### config.mk
export PLATFORM = sky130hd
export DESIGN_NAME = normlize_w_ctrl
export DESIGN_NICKNAME = d
export VERILOG_FILES = /design/src/rtl/normlize_pkg.sv /design/src/rtl/normlize_lat_cnt.sv /design/src/rtl/normlize_w_ctrl.sv
export SDC_FILE = /design/constraint.sdc
export NUM_CORES = 1
export LEC_CHECK = 0
export BUFFER_PORTS_ARGS = -buffer_cell sky130_fd_sc_hd__buf_2
export CAP_MARGIN = 5
export CORE_MARGIN = 2
export CORE_UTILIZATION = 48
export CTS_CLUSTER_SIZE = 28
export DETAILED_ROUTE_END_ITERATION = 10
export HOLD_SLACK_MARGIN = 0.08
export PLACE_DENSITY = 0.79
export SLEW_MARGIN = 20
export SYNTH_ARGS = -nofsm -noshare
export SYNTH_HDL_FRONTEND = slang
export SYNTH_HIERARCHICAL = 1
export SYNTH_SLANG_ARGS = --single-unit
### constraint.sdc
create_clock -name I_sys_clk -period 4.1 [get_ports I_sys_clk]
set_input_delay 0.205 -clock I_sys_clk [delete_from_list [all_inputs] [get_ports I_sys_clk]]
set_output_delay 0.205 -clock I_sys_clk [all_outputs]
set_load 0.05 [all_outputs]
### src/rtl/normlize_pkg.sv
// Shared types and widths for the 2x2 weight-normalization sequencer.
package normlize_pkg;

  localparam int W_IN  = 16;
  localparam int W_RES = 32;
  localparam int W_CNT = 8;

  typedef enum logic [2:0] {
    IDLE,
    RUN_C1,
    FLUSH,
    RUN_C2,
    DONE
  } state_e;

endpackage

### src/rtl/normlize_lat_cnt.sv
// Up-counter with synchronous clear and a terminal-count flag at limit_i.
module normlize_lat_cnt
  import normlize_pkg::*;
(
  input  logic             clk_i,
  input  logic             rst_i,
  input  logic             clr_i,
  input  logic             en_i,
  input  logic [W_CNT-1:0] limit_i,
  output logic             tc_o
);

  logic [W_CNT-1:0] cnt_q, cnt_d;

  always_comb begin
    cnt_d = cnt_q;
    if (clr_i)     cnt_d = '0;
    else if (en_i) cnt_d = cnt_q + 1'b1;
  end

  always_ff @(posedge clk_i) begin
    if (rst_i) cnt_q <= '0;
    else       cnt_q <= cnt_d;
  end

  assign tc_o = en_i && (cnt_q == limit_i);

endmodule

### src/rtl/normlize_w_ctrl.sv
// Time-shares one normalize datapath across both weight columns and
// collects the four normalized results behind a single done pulse.
module normlize_w_ctrl
  import normlize_pkg::*;
#(
  parameter int P_DP_LATENCY = 40,
  parameter int P_FLUSH      = 2
) (
  input  logic             I_sys_clk,
  input  logic             I_sys_rst,
  input  logic             I_start,
  input  logic [W_IN-1:0]  I_w_1_1,
  input  logic [W_IN-1:0]  I_w_2_1,
  input  logic [W_IN-1:0]  I_w_1_2,
  input  logic [W_IN-1:0]  I_w_2_2,
  output logic             O_dp_ena,
  output logic [W_IN-1:0]  O_dp_a,
  output logic [W_IN-1:0]  O_dp_b,
  input  logic [W_RES-1:0] I_dp_res_a,
  input  logic [W_RES-1:0] I_dp_res_b,
  output logic [W_RES-1:0] O_w_1_1_normalize,
  output logic [W_RES-1:0] O_w_2_1_normalize,
  output logic [W_RES-1:0] O_w_1_2_normalize,
  output logic [W_RES-1:0] O_w_2_2_normalize,
  output logic             O_busy,
  output logic             O_done,
  output logic [1:0]       O_err_zero
);

  localparam logic [W_CNT-1:0] LIM_RUN   = W_CNT'(P_DP_LATENCY - 1);
  localparam logic [W_CNT-1:0] LIM_FLUSH = W_CNT'(P_FLUSH - 1);

  state_e state_q, state_d;

  logic [W_IN-1:0]  dp_a_q, dp_b_q, w12_q, w22_q;
  logic [W_RES-1:0] r11_q, r21_q, r12_q, r22_q;
  logic [1:0]       err_q;
  logic             tc, cnt_en, cnt_clr;
  logic [W_CNT-1:0] cnt_lim;
  logic             col1_zero, col2_zero, accept;

  assign col1_zero = (I_w_1_1 == '0) && (I_w_2_1 == '0);
  assign col2_zero = (w12_q == '0) && (w22_q == '0);
  assign accept    = (state_q == IDLE) && I_start;

  assign cnt_en  = (state_q == RUN_C1) || (state_q == FLUSH) || (state_q == RUN_C2);
  assign cnt_clr = tc || !cnt_en;
  assign cnt_lim = (state_q == FLUSH) ? LIM_FLUSH : LIM_RUN;

  normlize_lat_cnt u_lat_cnt (
    .clk_i   (I_sys_clk),
    .rst_i   (I_sys_rst),
    .clr_i   (cnt_clr),
    .en_i    (cnt_en),
    .limit_i (cnt_lim),
    .tc_o    (tc)
  );

  always_ff @(posedge I_sys_clk) begin
    if (I_sys_rst) state_q <= IDLE;
    else           state_q <= state_d;
  end

  // A zero column 2 needs no flush: nothing follows it on the datapath.
  always_comb begin
    state_d = state_q;
    case (state_q)
      IDLE:    if (I_start) state_d = col1_zero ? FLUSH : RUN_C1;
      RUN_C1:  if (tc) state_d = FLUSH;
      FLUSH: begin
        if (col2_zero) state_d = DONE;
        else if (tc)   state_d = RUN_C2;
      end
      RUN_C2:  if (tc) state_d = DONE;
      DONE:    state_d = IDLE;
      default: state_d = IDLE;
    endcase
  end

  always_comb begin
    O_dp_ena = (state_q == RUN_C1) || (state_q == RUN_C2);
    O_done   = (state_q == DONE);
    O_busy   = (state_q != IDLE);
  end

  always_ff @(posedge I_sys_clk) begin
    if (I_sys_rst) begin
      dp_a_q <= '0;
      dp_b_q <= '0;
      w12_q  <= '0;
      w22_q  <= '0;
      r11_q  <= '0;
      r21_q  <= '0;
      r12_q  <= '0;
      r22_q  <= '0;
      err_q  <= '0;
    end else begin
      if (accept) begin
        dp_a_q <= I_w_1_1;
        dp_b_q <= I_w_2_1;
        w12_q  <= I_w_1_2;
        w22_q  <= I_w_2_2;
        r11_q  <= '0;
        r21_q  <= '0;
        r12_q  <= '0;
        r22_q  <= '0;
        err_q  <= {1'b0, col1_zero};
      end
      if ((state_q == RUN_C1) && tc) begin
        r11_q <= I_dp_res_a;
        r21_q <= I_dp_res_b;
      end
      if (state_q == FLUSH) begin
        if (col2_zero) begin
          err_q[1] <= 1'b1;
        end else if (tc) begin
          dp_a_q <= w12_q;
          dp_b_q <= w22_q;
        end
      end
      if ((state_q == RUN_C2) && tc) begin
        r12_q <= I_dp_res_a;
        r22_q <= I_dp_res_b;
      end
    end
  end

  assign O_dp_a            = dp_a_q;
  assign O_dp_b            = dp_b_q;
  assign O_w_1_1_normalize = r11_q;
  assign O_w_2_1_normalize = r21_q;
  assign O_w_1_2_normalize = r12_q;
  assign O_w_2_2_normalize = r22_q;
  assign O_err_zero        = err_q;

endmodule
==> results of run 1 <==
[sequential cells by signal (all words and copies together), names as in the netlist]
name               flops
O_dp_a                16
O_dp_b                16
O_err_zero             2
O_w_1_1_normalize     32
O_w_1_2_normalize     32
O_w_2_1_normalize     32
O_w_2_2_normalize     32
state_q                3
u_lat_cnt/cnt_q        8
w12_q                 16
w22_q                 16
[path summary, 6_finish.rpt]
path | start | to | depth (start not counted)
hold / removal | I_w_2_1[2] | O_dp_b[2]$_SDFF_PP0_ | 3
setup reg to reg | state_q[1]$_SDFFE_PP0P_ | O_w_1_1_normalize[10]$_SDFFE_PP0P_ | 12
hold reg to reg | O_err_zero[0]$_SDFFE_PP0P_ | O_err_zero[0]$_SDFFE_PP0P_ | 2
setup / recovery | state_q[1]$_SDFFE_PP0P_ | O_w_1_1_normalize[10]$_SDFFE_PP0P_ | 12
[metrics by stage]
step,utilization (%),setup WS (ns)
2_1_floorplan,-,1.24
3_3_place_gp,58.5,0.847
3_5_place_dp,58.5,0.732
4_1_cts,68.6,0.706
5_1_grt,68.6,0.314
6_report,68.6,0.626
[cell families (layout without fill, tap and decap cells)]
kind of cell | Yosys count | count (layout) | synth area share [%]
buf+inv | 72 | 444 | 4.65
other cells | 2 | 6 | 0.0972
flops | 205 | 205 | 53.1
simple gates | 286 | 286 | 15.4
mux | 33 | 33 | 4.27
compound gates | 209 | 209 | 20.9
fa+ha+maj | 1 | 1 | 0.162
xor+xnor | 12 | 12 | 1.36
[area by class of cell]
cell class / instances / area (sq um)
Antenna cell: 1 / 2.50
Tap cell: 216 / 270
Inverter: 4 / 15.0
Sequential cell: 205 / 4100
Clock inverter: 5 / 31.3
Multi-Input combinational cell: 546 / 3300
Fill cell: 1160 / 4960
Timing Repair Buffer: 403 / 2530
Clock buffer: 32 / 607
[metal layers]
metal,part of all wire (%),routed length [um],up-vias
met4,3.0,696,0
met5,0,0,-
li1,-,-,3629
met2,48,11200,395
met3,8.4,1950,65
met1,41,9490,3473
[cell usage in the layout (no fill, tap or decap), drive strengths merged, types with 8 or more instances in the layout]
| cell type | n |
|---|---|
| mux2i | 33 |
| xnor2 | 9 |
| nor2 | 173 |
| buf | 307 |
| a21oi | 38 |
| dlygate4sd3 | 96 |
| clkbuf | 32 |
| nor4 | 17 |
| dfxtp | 205 |
| nand2 | 72 |
| nand4 | 8 |
| a211oi | 33 |
| a22oi | 128 |
[power by group]
group / total (mW) / switching (mW) / internal, mW
registers: 2.13 / 0.0604 / 2.07
logic: 0.859 / 0.552 / 0.308
clock network: 1.77 / 0.749 / 1.02
total: 4.76 / 1.36 / 3.40
[tightest hold or removal path, stage by stage]
cell      delay (ns)
buf_2           0.10
mux2i_1         0.13
a211oi_1        0.09
==> run_results.csv, run 1 <==
group,metric,value,unit
sta,tightest_slew,1.12,ns
synthesis,syn_inst,820,
synthesis,synth_area_per_cell,9.43,sq um
sta,post-route-min-period,3.47,ns
clock_network,clkLatencyLatePin,0.49,ns
clock_network,cts_tree,"yes",
synthesis,yosys-top-cells-area,"dfxtp_1, a22oi_1, nor2_1",
clock_network,cts.sinks,205,
routing,finalWirelength,23.3,mm
flow_run,cap_violations,0,
synthesis,synth_top_area_share,53.1,%
worst_setup_path,crit_type,"register to register",
worst_setup_path,crit_path_end_kind,"register",
clock_network,cts_max_level,1,
worst_setup_path,crit_arrival,3.89,ns
sta,skew,0.0172,ns
routing,routedWlPerCell,16.5,um
worst_setup_path,r2r_slack,0.63,ns
synthesis,ys_seq_elements,205,
sta,hold_violations,0,
global_routing,use_met2,43.2,%
worst_setup_path,critPathMaxStageDelay,0.84,ns
synthesis,yosysMostFrequentCell,"dfxtp_1",
layout,fin_area,10900,sq um
sta,setup_viol,0,
worst_setup_path,worst-path-buf-inv,4,
clock_network,numCtsBuffers,21,
routing,dr_total_vias,7562,
synthesis,yosysTopAreaCell,"dfxtp_1",
synthesis,async_reset_ff_share,0,%
global_routing,antenna_found_initial,0,
floorplan,initial_core_util,48.8,%
place,port_buffers,295,
place,gp_congestion,0.847,
power_and_ir_drop,ir_drop,0.378,mV
clock_network,hold_buffers,96,
routing,drtIter0Drc,556,
synthesis,syn_area,7730,sq um
global_routing,grt_max_degree,129,
floorplan,io_pins,296,
floorplan,rows,46,
sta,grt_setup_unrepaired,"false",
worst_setup_path,required,4.51,ns
floorplan,coreArea,15800,sq um
power_and_ir_drop,power,4.76,mW
routing,drtAntennaViolNets,0,
synthesis,yosys-top-cells-count,"dfxtp_1, nor2_1, a22oi_1, nand2_1, a21oi_1",
global_routing,grt_pass1_vias,7130,
worst_setup_path,critPathTopFamily,"simple AND/OR/NAND/NOR gates",
sta,slew-limit-headroom,25.0,%
global_routing,grt.busiest_layer,"met2",
synthesis,yosysSeqAreaShare,53.1,%
clock_network,cts_resized,0,
clock_network,cts-root-buf,"clkbuf_16",
sta,max_freq,0.288,GHz
worst_setup_path,cp_max_fo,43,
routing,vias_per_cell,5.36,
global_routing,grt_pass1_wl,34.7,mm
routing,dr.pass1.iters,6,
floorplan,die-area,17100,sq um
synthesis,ys_warn_count,6,
sta,period_share,84.7,%
routing,drc,0,
layout,syn_to_final_growth,40.6,%
sta,setup_tns,0,ns
worst_setup_path,crit_path_top_delay_cell,"nor2_4",
floorplan,chipWidth,131,um
layout,final_layout_size_suffix_gt1_share,31.2,%
outcome,status,"complete, no violations",
clock_network,path_clk_slew,0.06,ns
place,hpwl,14.4,mm
clock_network,post_cts_buffers,0,
place,dp_cells,1278,
global_routing,grt-ovfl-total,0,
synthesis,synth-main-ff-cell,"dfxtp_1",
worst_setup_path,path_cells,"nor3b_1 -> inv_1 -> xnor2_1 -> nand3_1 -> nor3_1 -> buf_4 -> inv_1 -> nor4_4 -> nor2_4 -> buf_4 -> a22oi_1 -> nor2_1",
place,place_area,9260,sq um
synthesis,ys_types,38,
worst_setup_path,start_kind,"register",
layout,nets,1313,
global_routing,grtUsageMet3,6.07,%
global_routing,track_usage,25.0,%
power_and_ir_drop,leakage,4.90,nW
min_path,hold_path.class,"input port to register",
layout,stdcell_count,1412,
power_and_ir_drop,power_per_cell_area,438,nW/um^2
sta,slew_violations,0,
clock_network,clk_path_buf_depth,3,
sta,hold_ws,0.101,ns
synthesis,synth_enable_flop_cells,0,
floorplan,die_h,131,um
global_routing,use_met1,30.1,%
Note: power is estimated with default switching activity, not from simulation.
==> run 2: changes to the inputs <==
--- a/config.mk
+++ b/config.mk
@@ -5,6 +5,7 @@
 export SDC_FILE = /design/constraint.sdc
 export NUM_CORES = 1
 export LEC_CHECK = 0
+export ABC_AREA = 1
 export BUFFER_PORTS_ARGS = -buffer_cell sky130_fd_sc_hd__buf_2
 export CAP_MARGIN = 5
 export CORE_MARGIN = 2
@@ -12,7 +13,7 @@
 export CTS_CLUSTER_SIZE = 28
 export DETAILED_ROUTE_END_ITERATION = 10
 export HOLD_SLACK_MARGIN = 0.08
-export PLACE_DENSITY = 0.79
+export PLACE_DENSITY = 0.77
 export SLEW_MARGIN = 20
 export SYNTH_ARGS = -nofsm -noshare
 export SYNTH_HDL_FRONTEND = slang
==> constraint.sdc (replaced) <==
create_clock -name I_sys_clk -period 3.2 [get_ports I_sys_clk]
set_input_delay 0.16 -clock I_sys_clk [delete_from_list [all_inputs] [get_ports I_sys_clk]]
set_output_delay 0.16 -clock I_sys_clk [all_outputs]
set_load 0.05 [all_outputs]
==> run_results.csv, run 2 <==
group,metric,value,unit
layout,final_layout_size_suffix_gt1_share,24.2,%
synthesis,syn_area,8510,sq um
worst_setup_path,worst-path-buf-inv,4,
synthesis,yosysMostFrequentCell,"nand3_1",
global_routing,grt_pass1_vias,8986,
synthesis,syn_inst,1144,
worst_setup_path,crit_type,"register to register",
sta,period_share,79.8,%
clock_network,clkLatencyLatePin,0.50,ns
floorplan,chipWidth,137,um
global_routing,grt_pass1_wl,44.6,mm
sta,setup_tns,0,ns
sta,max_freq,0.391,GHz
worst_setup_path,r2r_slack,0.65,ns
worst_setup_path,crit_arrival,2.96,ns
floorplan,io_pins,296,
layout,final_util,68.9,%
synthesis,synth_enable_flop_cells,0,
routing,drtAntennaViolNets,0,
worst_setup_path,critPathMaxStageDelay,0.56,ns
place,gp_congestion,0.852,
routing,drtIter0Drc,814,
worst_setup_path,path_cells,"inv_1 -> nor3_4 -> inv_1 -> inv_1 -> o21ai_0 -> nand3b_1 -> nor2_4 -> buf_4 -> nand3_1 -> a21oi_1",
worst_setup_path,start_kind,"register",
worst_setup_path,crit_path_end_kind,"register",
routing,dr_total_vias,9544,
sta,slew_violations,0,
synthesis,ys_warn_count,6,
floorplan,die_h,137,um
worst_setup_path,required,3.61,ns
synthesis,ys_seq_elements,205,
synthesis,synth-main-ff-cell,"dfxtp_1",
layout,layout_commonest_cell,"buf_2",
routing,routedWlPerCell,16.6,um
sta,skew,0.0118,ns
worst_setup_path,critPathTopFamily,"buffers and inverters",
clock_network,path_clk_slew,0.06,ns
sta,hold_violations,0,
layout,mostFrequentLayoutCells,"buf_2, nand3_1, dfxtp_1",
global_routing,track_usage,29.2,%
global_routing,antenna_found_initial,0,
clock_network,hold_buffers,109,
global_routing,grt-ovfl-total,0,
clock_network,cts.sinks,205,
place,port_buffers,295,
floorplan,initial_core_util,49.2,%
routing,drc,0,
clock_network,post_cts_buffers,0,
power_and_ir_drop,leakage,5.29,nW
clock_network,cts_tree,"yes",
synthesis,yosys-top-cells-count,"nand3_1, dfxtp_1, a21oi_1, nor2_1, nand2_1",
power_and_ir_drop,power_per_cell_area,633,nW/um^2
sta,grt_setup_unrepaired,"false",
synthesis,yosysSeqAreaShare,48.2,%
clock_network,cts_max_level,1,
power_and_ir_drop,ir_drop,0.462,mV
layout,syn_to_final_growth,40.0,%
sta,post-route-min-period,2.55,ns
synthesis,yosys-top-cells-area,"dfxtp_1, nand3_1, a21oi_1",
routing,vias_per_cell,5.48,
place,place_area,10000,sq um
worst_setup_path,cpMostUsedCell,"inv_1",
synthesis,async_reset_ff_share,0,%
outcome,status,"complete, no violations",
synthesis,ys_types,27,
worst_setup_path,crit_path_top_delay_cell,"buf_4",
global_routing,grt_max_degree,120,
place,hpwl,16.5,mm
layout,nets,1631,
floorplan,coreArea,17300,sq um
synthesis,synth_area_per_cell,7.44,sq um
sta,tightest_slew,0.799,ns
routing,finalWirelength,28.9,mm
worst_setup_path,cp_max_fo,63,
clock_network,clk_path_buf_depth,3,
synthesis,yosysTopAreaCell,"dfxtp_1",
sta,setup_viol,0,
synthesis,synth_top_area_share,48.2,%
min_path,hold_path.class,"input port to register",
layout,fin_area,11900,sq um
sta,slew-limit-headroom,46.7,%
routing,dr.pass1.iters,5,
floorplan,rows,48,
clock_network,numCtsBuffers,23,
layout,diodes,0,
flow_run,cap_violations,0,
clock_network,cts-root-buf,"clkbuf_16",
floorplan,die-area,18800,sq um
clock_network,cts_resized,0,
[run 2: cell types whose count changed after synthesis, moves of 26 or more]
cell / previous run / this run
o21ai_1: 0 / 26
a211oi_2: 28 / 0
a21oi_1: 38 / 170
a22oi_1: 128 / 0
nand3_1: 3 / 272
buf_2: 22 / 48
inv_1: 4 / 79
mux2i_1: 33 / 0
nor2_1: 171 / 101
o21ai_0: 5 / 66
[run 2: cells by family (layout without fill, tap and decap cells)]
kind of cell	Yosys count	in the layout	share of synthesized area, %
AO/OA/AOI/OAI	263	263	15.5
XOR/XNOR	1	1	0.103
adder cells (fa/ha/maj)	1	1	0.147
buffers and inverters	178	544	8.91
flip-flops	205	205	48.2
other	2	8	0.0883
AND/OR/NAND/NOR	494	494	27.0
[run 2: worst min-delay path, cell delays in order]
cell,delay (ns)
buf_2,0.07
inv_1,0.04
o21ai_0,0.13
o21ai_0,0.08
nor2_1,0.08
[run 2: path summary, 6_finish.rpt]
path                            from                                 to  cells after the start
max          state_q[1]$_SDFFE_PP0P_  O_w_1_1_normalize[8]$_SDFFE_PP0P_                     10
min                       I_w_1_1[3]               O_dp_a[3]$_SDFF_PP0_                      5
max reg2reg  state_q[1]$_SDFFE_PP0P_  O_w_1_1_normalize[8]$_SDFFE_PP0P_                     10
min reg2reg   w12_q[13]$_SDFFE_PP0P_             w12_q[13]$_SDFFE_PP0P_                      2
[run 2: layer usage]
layer  global-route usage [%]  vias to the layer above  part of all wire, %
met2                     48.8                      538                   48
li1                         -                     4566                    -
met1                     35.9                     4357                   39
met3                     7.04                       83                  9.3
met5                        0                        -                    0
met4                     12.5                        0                  3.9
[run 2: layout make-up]
class                      count  area, sq um
fill                        1398         5390
tap                          225          282
clock inverter                 9          101
timing repair buffer         422         2740
inverter                      80          300
multi-input combinational    767         3710
clock buffer                  33          673
sequential                   205         4100
[run 2: report_power, final]
| group | internal (mW) | total [mW] | switching, mW |
|---|---|---|---|
| combinational | 0.594 | 2.00 | 1.41 |
| sequential | 2.74 | 2.85 | 0.113 |
| clock | 1.62 | 2.69 | 1.06 |
[run 2: metrics by stage]
step                hold WS [ns]  setup slack [ns]  std cells  total power [mW]
finish                     0.101             0.645       1741              7.54
global route               0.125             0.344       1741              7.86
CTS                       0.0833             0.734       1741              7.51
detailed placement         0.435             0.779       1590              4.73
global placement           0.436             0.829       1590              4.72
floorplan                  0.310              1.04       1150              4.27
